[src/rtl/pnr_regbank.sv]
// pnr_regbank: system-bus register bank for the PNR datapath.
// RW control registers, RO status words, self-clearing command pulses and
// saturating rising-edge event counters. Single-cycle registered bus response.
module pnr_regbank #(
    parameter int unsigned NUM_RW  = 8,
    parameter int unsigned NUM_RO  = 4,
    parameter int unsigned NUM_EVT = 4,
    parameter int unsigned REG_W   = 14,
    parameter int unsigned CNT_W   = 32,
    parameter logic [31:0] ID_VAL  = 32'h504E5202
) (
    input  logic                      clk_i,
    input  logic                      rstn_i,
    output logic [NUM_RW*REG_W-1:0]   ctrl_o,
    output logic [7:0]                cmd_pulse_o,
    input  logic [NUM_RO*32-1:0]      status_i,
    input  logic [NUM_EVT-1:0]        evt_i,
    output logic [7:0]                led_o,
    input  logic [31:0]               sys_addr,
    input  logic [31:0]               sys_wdata,
    input  logic                      sys_wen,
    input  logic                      sys_ren,
    output logic [31:0]               sys_rdata,
    output logic                      sys_err,
    output logic                      sys_ack
);

    logic [REG_W-1:0] ctrl_q [NUM_RW];
    logic [CNT_W-1:0] cnt_q  [NUM_EVT];
    logic [NUM_EVT-1:0] sat_q;
    logic [NUM_EVT-1:0] evt_q;
    logic [NUM_EVT-1:0] evt_edge;
    logic [7:0]         cmd_q;
    logic [31:0]        rdata_q;
    logic               err_q;
    logic               ack_q;

    logic               req;
    logic [19:0]        addr;
    logic [31:0]        idx;
    logic [31:0]        rd_val;
    logic               dec_err;
    logic [NUM_RW-1:0]  ctrl_we;
    logic               cmd_we;
    logic               cnt_clr;
    logic [31:0]        ctrl0_ext;

    // Only the low 20 address bits and part of the write data are decoded.
    logic unused_bits;
    assign unused_bits = ^{sys_addr[31:20], sys_wdata};

    assign req      = sys_wen | sys_ren;
    assign addr     = sys_addr[19:0];
    assign idx      = {26'd0, sys_addr[7:2]};
    assign evt_edge = evt_i & ~evt_q;
    assign cnt_clr  = cmd_we & sys_wdata[0];

    // Address decode: error detection, write enables and read mux.
    always_comb begin
        rd_val  = 32'd0;
        dec_err = 1'b0;
        ctrl_we = '0;
        cmd_we  = 1'b0;
        if (addr[1:0] != 2'b00) begin
            dec_err = 1'b1;
        end else begin
            case (addr[19:8])
                12'h000: begin
                    case (addr[7:0])
                        8'h00: begin
                            if (sys_wen) dec_err = 1'b1;
                            else         rd_val  = ID_VAL;
                        end
                        8'h04: begin
                            if (sys_wen) cmd_we = 1'b1;
                        end
                        8'h08: begin
                            if (sys_wen) dec_err = 1'b1;
                            else         rd_val  = 32'(sat_q);
                        end
                        default: dec_err = 1'b1;
                    endcase
                end
                12'h001: begin
                    if (idx >= NUM_RW) begin
                        dec_err = 1'b1;
                    end else begin
                        for (int unsigned i = 0; i < NUM_RW; i++) begin
                            if (idx == i) begin
                                if (sys_wen) ctrl_we[i] = 1'b1;
                                else         rd_val     = 32'(ctrl_q[i]);
                            end
                        end
                    end
                end
                12'h002: begin
                    if (idx >= NUM_RO || sys_wen) begin
                        dec_err = 1'b1;
                    end else begin
                        for (int unsigned i = 0; i < NUM_RO; i++) begin
                            if (idx == i) rd_val = status_i[i*32 +: 32];
                        end
                    end
                end
                12'h003: begin
                    if (idx >= NUM_EVT || sys_wen) begin
                        dec_err = 1'b1;
                    end else begin
                        for (int unsigned i = 0; i < NUM_EVT; i++) begin
                            if (idx == i) rd_val = 32'(cnt_q[i]);
                        end
                    end
                end
                default: dec_err = 1'b1;
            endcase
        end
        // Writes (including simultaneous read+write) and errors return zero.
        if (dec_err || sys_wen) rd_val = 32'd0;
        if (!req || dec_err) begin
            ctrl_we = '0;
            cmd_we  = 1'b0;
        end
    end

    // Registered bus response: ack, error and read data one cycle after request.
    always_ff @(posedge clk_i or negedge rstn_i) begin
        if (!rstn_i) begin
            ack_q   <= 1'b0;
            err_q   <= 1'b0;
            rdata_q <= 32'd0;
        end else begin
            ack_q   <= req;
            err_q   <= req & dec_err;
            rdata_q <= req ? rd_val : 32'd0;
        end
    end

    // Control registers.
    always_ff @(posedge clk_i or negedge rstn_i) begin
        if (!rstn_i) begin
            for (int unsigned i = 0; i < NUM_RW; i++) ctrl_q[i] <= '0;
        end else begin
            for (int unsigned i = 0; i < NUM_RW; i++) begin
                if (ctrl_we[i]) ctrl_q[i] <= sys_wdata[REG_W-1:0];
            end
        end
    end

    // Command pulse register: loaded on a CMD write, cleared the cycle after.
    always_ff @(posedge clk_i or negedge rstn_i) begin
        if (!rstn_i) cmd_q <= 8'd0;
        else         cmd_q <= cmd_we ? sys_wdata[7:0] : 8'd0;
    end

    // Event counters with sticky saturation flags; clear beats a coincident edge.
    always_ff @(posedge clk_i or negedge rstn_i) begin
        if (!rstn_i) begin
            evt_q <= '0;
            sat_q <= '0;
            for (int unsigned k = 0; k < NUM_EVT; k++) cnt_q[k] <= '0;
        end else begin
            evt_q <= evt_i;
            for (int unsigned k = 0; k < NUM_EVT; k++) begin
                if (cnt_clr) begin
                    cnt_q[k] <= '0;
                    sat_q[k] <= 1'b0;
                end else if (evt_edge[k]) begin
                    if (cnt_q[k] == {CNT_W{1'b1}}) sat_q[k] <= 1'b1;
                    else                           cnt_q[k] <= cnt_q[k] + 1'b1;
                end
            end
        end
    end

    for (genvar g = 0; g < NUM_RW; g++) begin : g_ctrl
        assign ctrl_o[g*REG_W +: REG_W] = ctrl_q[g];
    end

    assign ctrl0_ext   = 32'(ctrl_q[0]);
    assign led_o       = ctrl0_ext[7:0];
    assign cmd_pulse_o = cmd_q;
    assign sys_rdata   = rdata_q;
    assign sys_err     = err_q;
    assign sys_ack     = ack_q;

endmodule

[config.mk]
export PLATFORM = sky130hd
export DESIGN_NAME = pnr_regbank
export DESIGN_NICKNAME = d
export VERILOG_FILES = /design/src/rtl/pnr_regbank.sv
export SDC_FILE = /design/constraint.sdc
export NUM_CORES = 1
export LEC_CHECK = 0
export ABC_AREA = 1
export CAP_MARGIN = 0
export CORE_ASPECT_RATIO = 2
export CORE_MARGIN = 4
export CORE_UTILIZATION = 30
export DETAILED_ROUTE_END_ITERATION = 8
export PLACE_DENSITY = 0.62
export SYNTH_ARGS = -nofsm -noshare
export SYNTH_HDL_FRONTEND = slang
export SYNTH_SLANG_ARGS = --single-unit
[constraint.sdc]
create_clock -name clk_i -period 6.1 [get_ports clk_i]
set_input_delay 1.525 -clock clk_i [delete_from_list [all_inputs] [get_ports clk_i]]
set_output_delay 1.525 -clock clk_i [all_outputs]
set_load 0.01 [all_outputs]
==> run summary <==
Post-Syn Nets: 2688
Min-delay src: sat_q[2]$_DFFE_PN0P_
Die width: 181 um
RSZ-0062 raised after global routing: no
Post-Syn Instances: 2484
Pin count of the biggest net entering global routing: 112
Clock slew at reported path FFs: 0.07 ns
DP Area: 21900 um2
Row count: 126
WHS Path Cells: 1
Flops & latches, synth: 290
Worst reg2reg startpoint: cnt_q[0]$_DFFE_PN0P_
Critical path peak fanout: 23
Netlist cell types: 45
Clock root buffer: clkbuf_16
Most frequent cells in the layout: nand2_1 (599), clkdlybuf4s50_1 (330), dfrtp_1 (290)
Port bufs: 331
TritonCTS Sinks: 290
Via count of the routed design: 18943
Crit Reg-Reg Endpoint: cnt_q[3]$_DFFE_PN0P_
# fillers: 6251
TritonCTS Buffers: 30
Critical Path RT: 6.66 ns
Critical Path AT: 4.96 ns
Post-synthesis compound-gate area fraction: 13.9%
Worst hold slack: 0.494 ns
Core area: 59100 um2
Clock latency on the worst-skew pair: 0.62 ns
Final setup vio count: 0
Design area: 23000 um2
Syn avg cell area: 7.21 um2
Crit path kind: in -> reg
Post_cts resized: 0
Setup TNS: 0 ns
Drt pass-1 iters: 6
IO Pins: 362
Reg2reg path depth: 11
Synth Area in Simple Gates: 31.7%
Initial Utilization: 30.3%
First-pass GRT wire length: 131000 um
Synth-to-layout area growth: 28.7%
ANT nets after route: 0
Die span in y: 353 um
Post-Synth XOR/XNOR Area: 5.14%
F_max: 0.227 GHz
Hold Crit Endpoint: sat_q[2]$_DFFE_PN0P_
Post-DP HPWL: 72000 um
Grt total ovfl: 0
Slew @ Worst Pin: 0.901 ns
Synth area leader: dfrtp_1
Routed WL: 91600 um
Status: finished clean
Max cap viols: 0
Full die area: 63900 um2
Via/cell ratio: 5.34
Tcrit/Tclk final: 72.1%
Global placement routability congestion: 1.01
Initial antenna violation count: 5
Wire length per cell: 25.8 um
Bufs on Longest Clock Path: 3
Share of cells above drive strength 1: 6.12%
HP Class: reg -> reg
Mapped cell area: 17900 um2
Nets: 2958
Crit end category: flop
Mux contribution to synthesized area: 0%
Slew HR: 39.5%
Residual DRC: 0
Final Skew: 0.0295 ns
Most common cell after layout, fill and taps aside: nand2_1
Max-slew violation count: 0
CP Launch Type: input port
Flop2flop setup slack: 3.08 ns
Ranking of synthesized cells by area: dfrtp_1 (41%), nand2_1 (13%), o21ai_0 (7.3%)
Post-CTS Hold Fix Bufs: 0
Combinational family with the most area after synthesis: simple AND/OR/NAND/NOR gates
Peak supply drop: 0.223 mV
Sequential cell area: 7260 um2
Synth top area share: 40.5%
Adder-Cell Fraction of Synth Area: 0.280%
PwrDens: 239 nW/um2
H-tree levels: 1
Area occupied by multi-input gates: 9150 um2
Yosys warns: 0
CTS tree: built
Post-CTS Setup Repair Bufs: 0
DRT iter0 DRCs: 1696
Vias in the first global route: 18875
Total GRT Usage: 27.6%
Final hold violations: 0
Fin crit period: 4.40 ns
Leak: 0.00995 uW
Sequential area share after synthesis: 40.5%
==> worst max path at each step <==
| stage | startpoint | depth (start not counted) | slack, ns | end |
|---|---|---|---|---|
| finish | sys_addr[2] | 13 | 1.70 | sys_rdata[9]$_DFF_PN0_ |
| global route | sys_addr[2] | 13 | 1.57 | sys_rdata[9]$_DFF_PN0_ |
| CTS | sys_addr[2] | 13 | 1.82 | sys_rdata[9]$_DFF_PN0_ |
| detailed placement | sys_addr[2] | 11 | 1.16 | sys_rdata[11]$_DFF_PN0_ |
| global placement | sys_addr[2] | 11 | 1.16 | sys_rdata[11]$_DFF_PN0_ |
| floorplan | sys_addr[19] | 14 | 3.08 | cnt_q[86]$_DFFE_PN0P_ |
==> state kept, by name, indices dropped and copies added (netlist names) <==
| signal | count |
|---|---|
| ctrl_o | 112 |
| sat_q | 4 |
| sys_ack | 1 |
| sys_rdata | 32 |
| evt_q | 4 |
| sys_err | 1 |
| cnt_q | 128 |
| cmd_pulse_o | 8 |
==> Yosys cell counts, drive strengths merged <==
cell type	n
nand3	230
a21oi	88
o21a	1
buf	80
dfrtp	290
nor4	11
o22ai	13
o211ai	39
nor3b	3
o21bai	1
o31ai	7
nand2	609
nand3b	2
nor2	264
nand4	54
clkinv	5
or2	9
ha	4
o2bb2ai	1
o21ai	303
nor3	91
inv	222
xor2	105
o2111ai	1
a211oi	1
and3	1
clkbuf	49
==> per-stage QoR <==
stage / instances / total power [uW] / setup WS, ns / util (%)
2_1_floorplan: 2484 / 2790 / 3.08 / -
3_3_place_gp: 3490 / 3270 / 1.16 / 37.0
5_1_grt: 3546 / 5680 / 1.57 / 39.0
3_5_place_dp: 3490 / 3270 / 1.16 / 37.0
4_1_cts: 3546 / 5510 / 1.82 / 39.0
6_report: 3549 / 5500 / 1.70 / 39.0
==> critical path, cell delays in order <==
cell,delay [ns]
clkdlybuf4s50_1,0.69
nor2_4,0.44
inv_2,0.13
nor2_4,0.50
o21ai_1,0.19
nor2_1,0.11
nor3_1,0.06
nor2_2,0.13
buf_4,0.25
nand2_1,0.54
inv_2,0.20
nand2_1,0.08
nand2_1,0.09
==> final cells by class <==
class / instances / area share (%)
tap: 768 / 4.17
sequential: 290 / 31.5
timing repair buffer: 367 / 15.8
multi-input combinational: 1838 / 39.7
antenna: 3 / 0.0326
clock buffer: 35 / 3.47
clock inverter: 21 / 1.55
inverter: 227 / 3.71
==> where the power goes <==
group / switching (uW) / total (uW) / internal [uW]
sequential: 264 / 2360 / 2100
clock: 914 / 2240 / 1320
combinational: 583 / 893 / 309
total: 1760 / 5500 / 3730
==> per-layer routing <==
layer / vias to the layer above / GRT usage [%] / share of wire, %
met5: - / 0 / 0.0087
met1: 9002 / 29.0 / 34
met3: 250 / 5.75 / 8.0
met2: 971 / 48.2 / 49
li1: 8718 / - / -
met4: 2 / 20.6 / 9.3
==> cells by family (layout without fill, tap and decap cells) <==
logic type,Yosys count,after routing
AOI/OAI and AO/OA,455,455
buffers and inverters,356,650
and+or+nand+nor,1274,1274
other,0,3
adders and majority gates,4,4
DFF,290,290
xor gates and xnor gates,105,105
No activity file was read; power rests on OpenSTA's default activity.
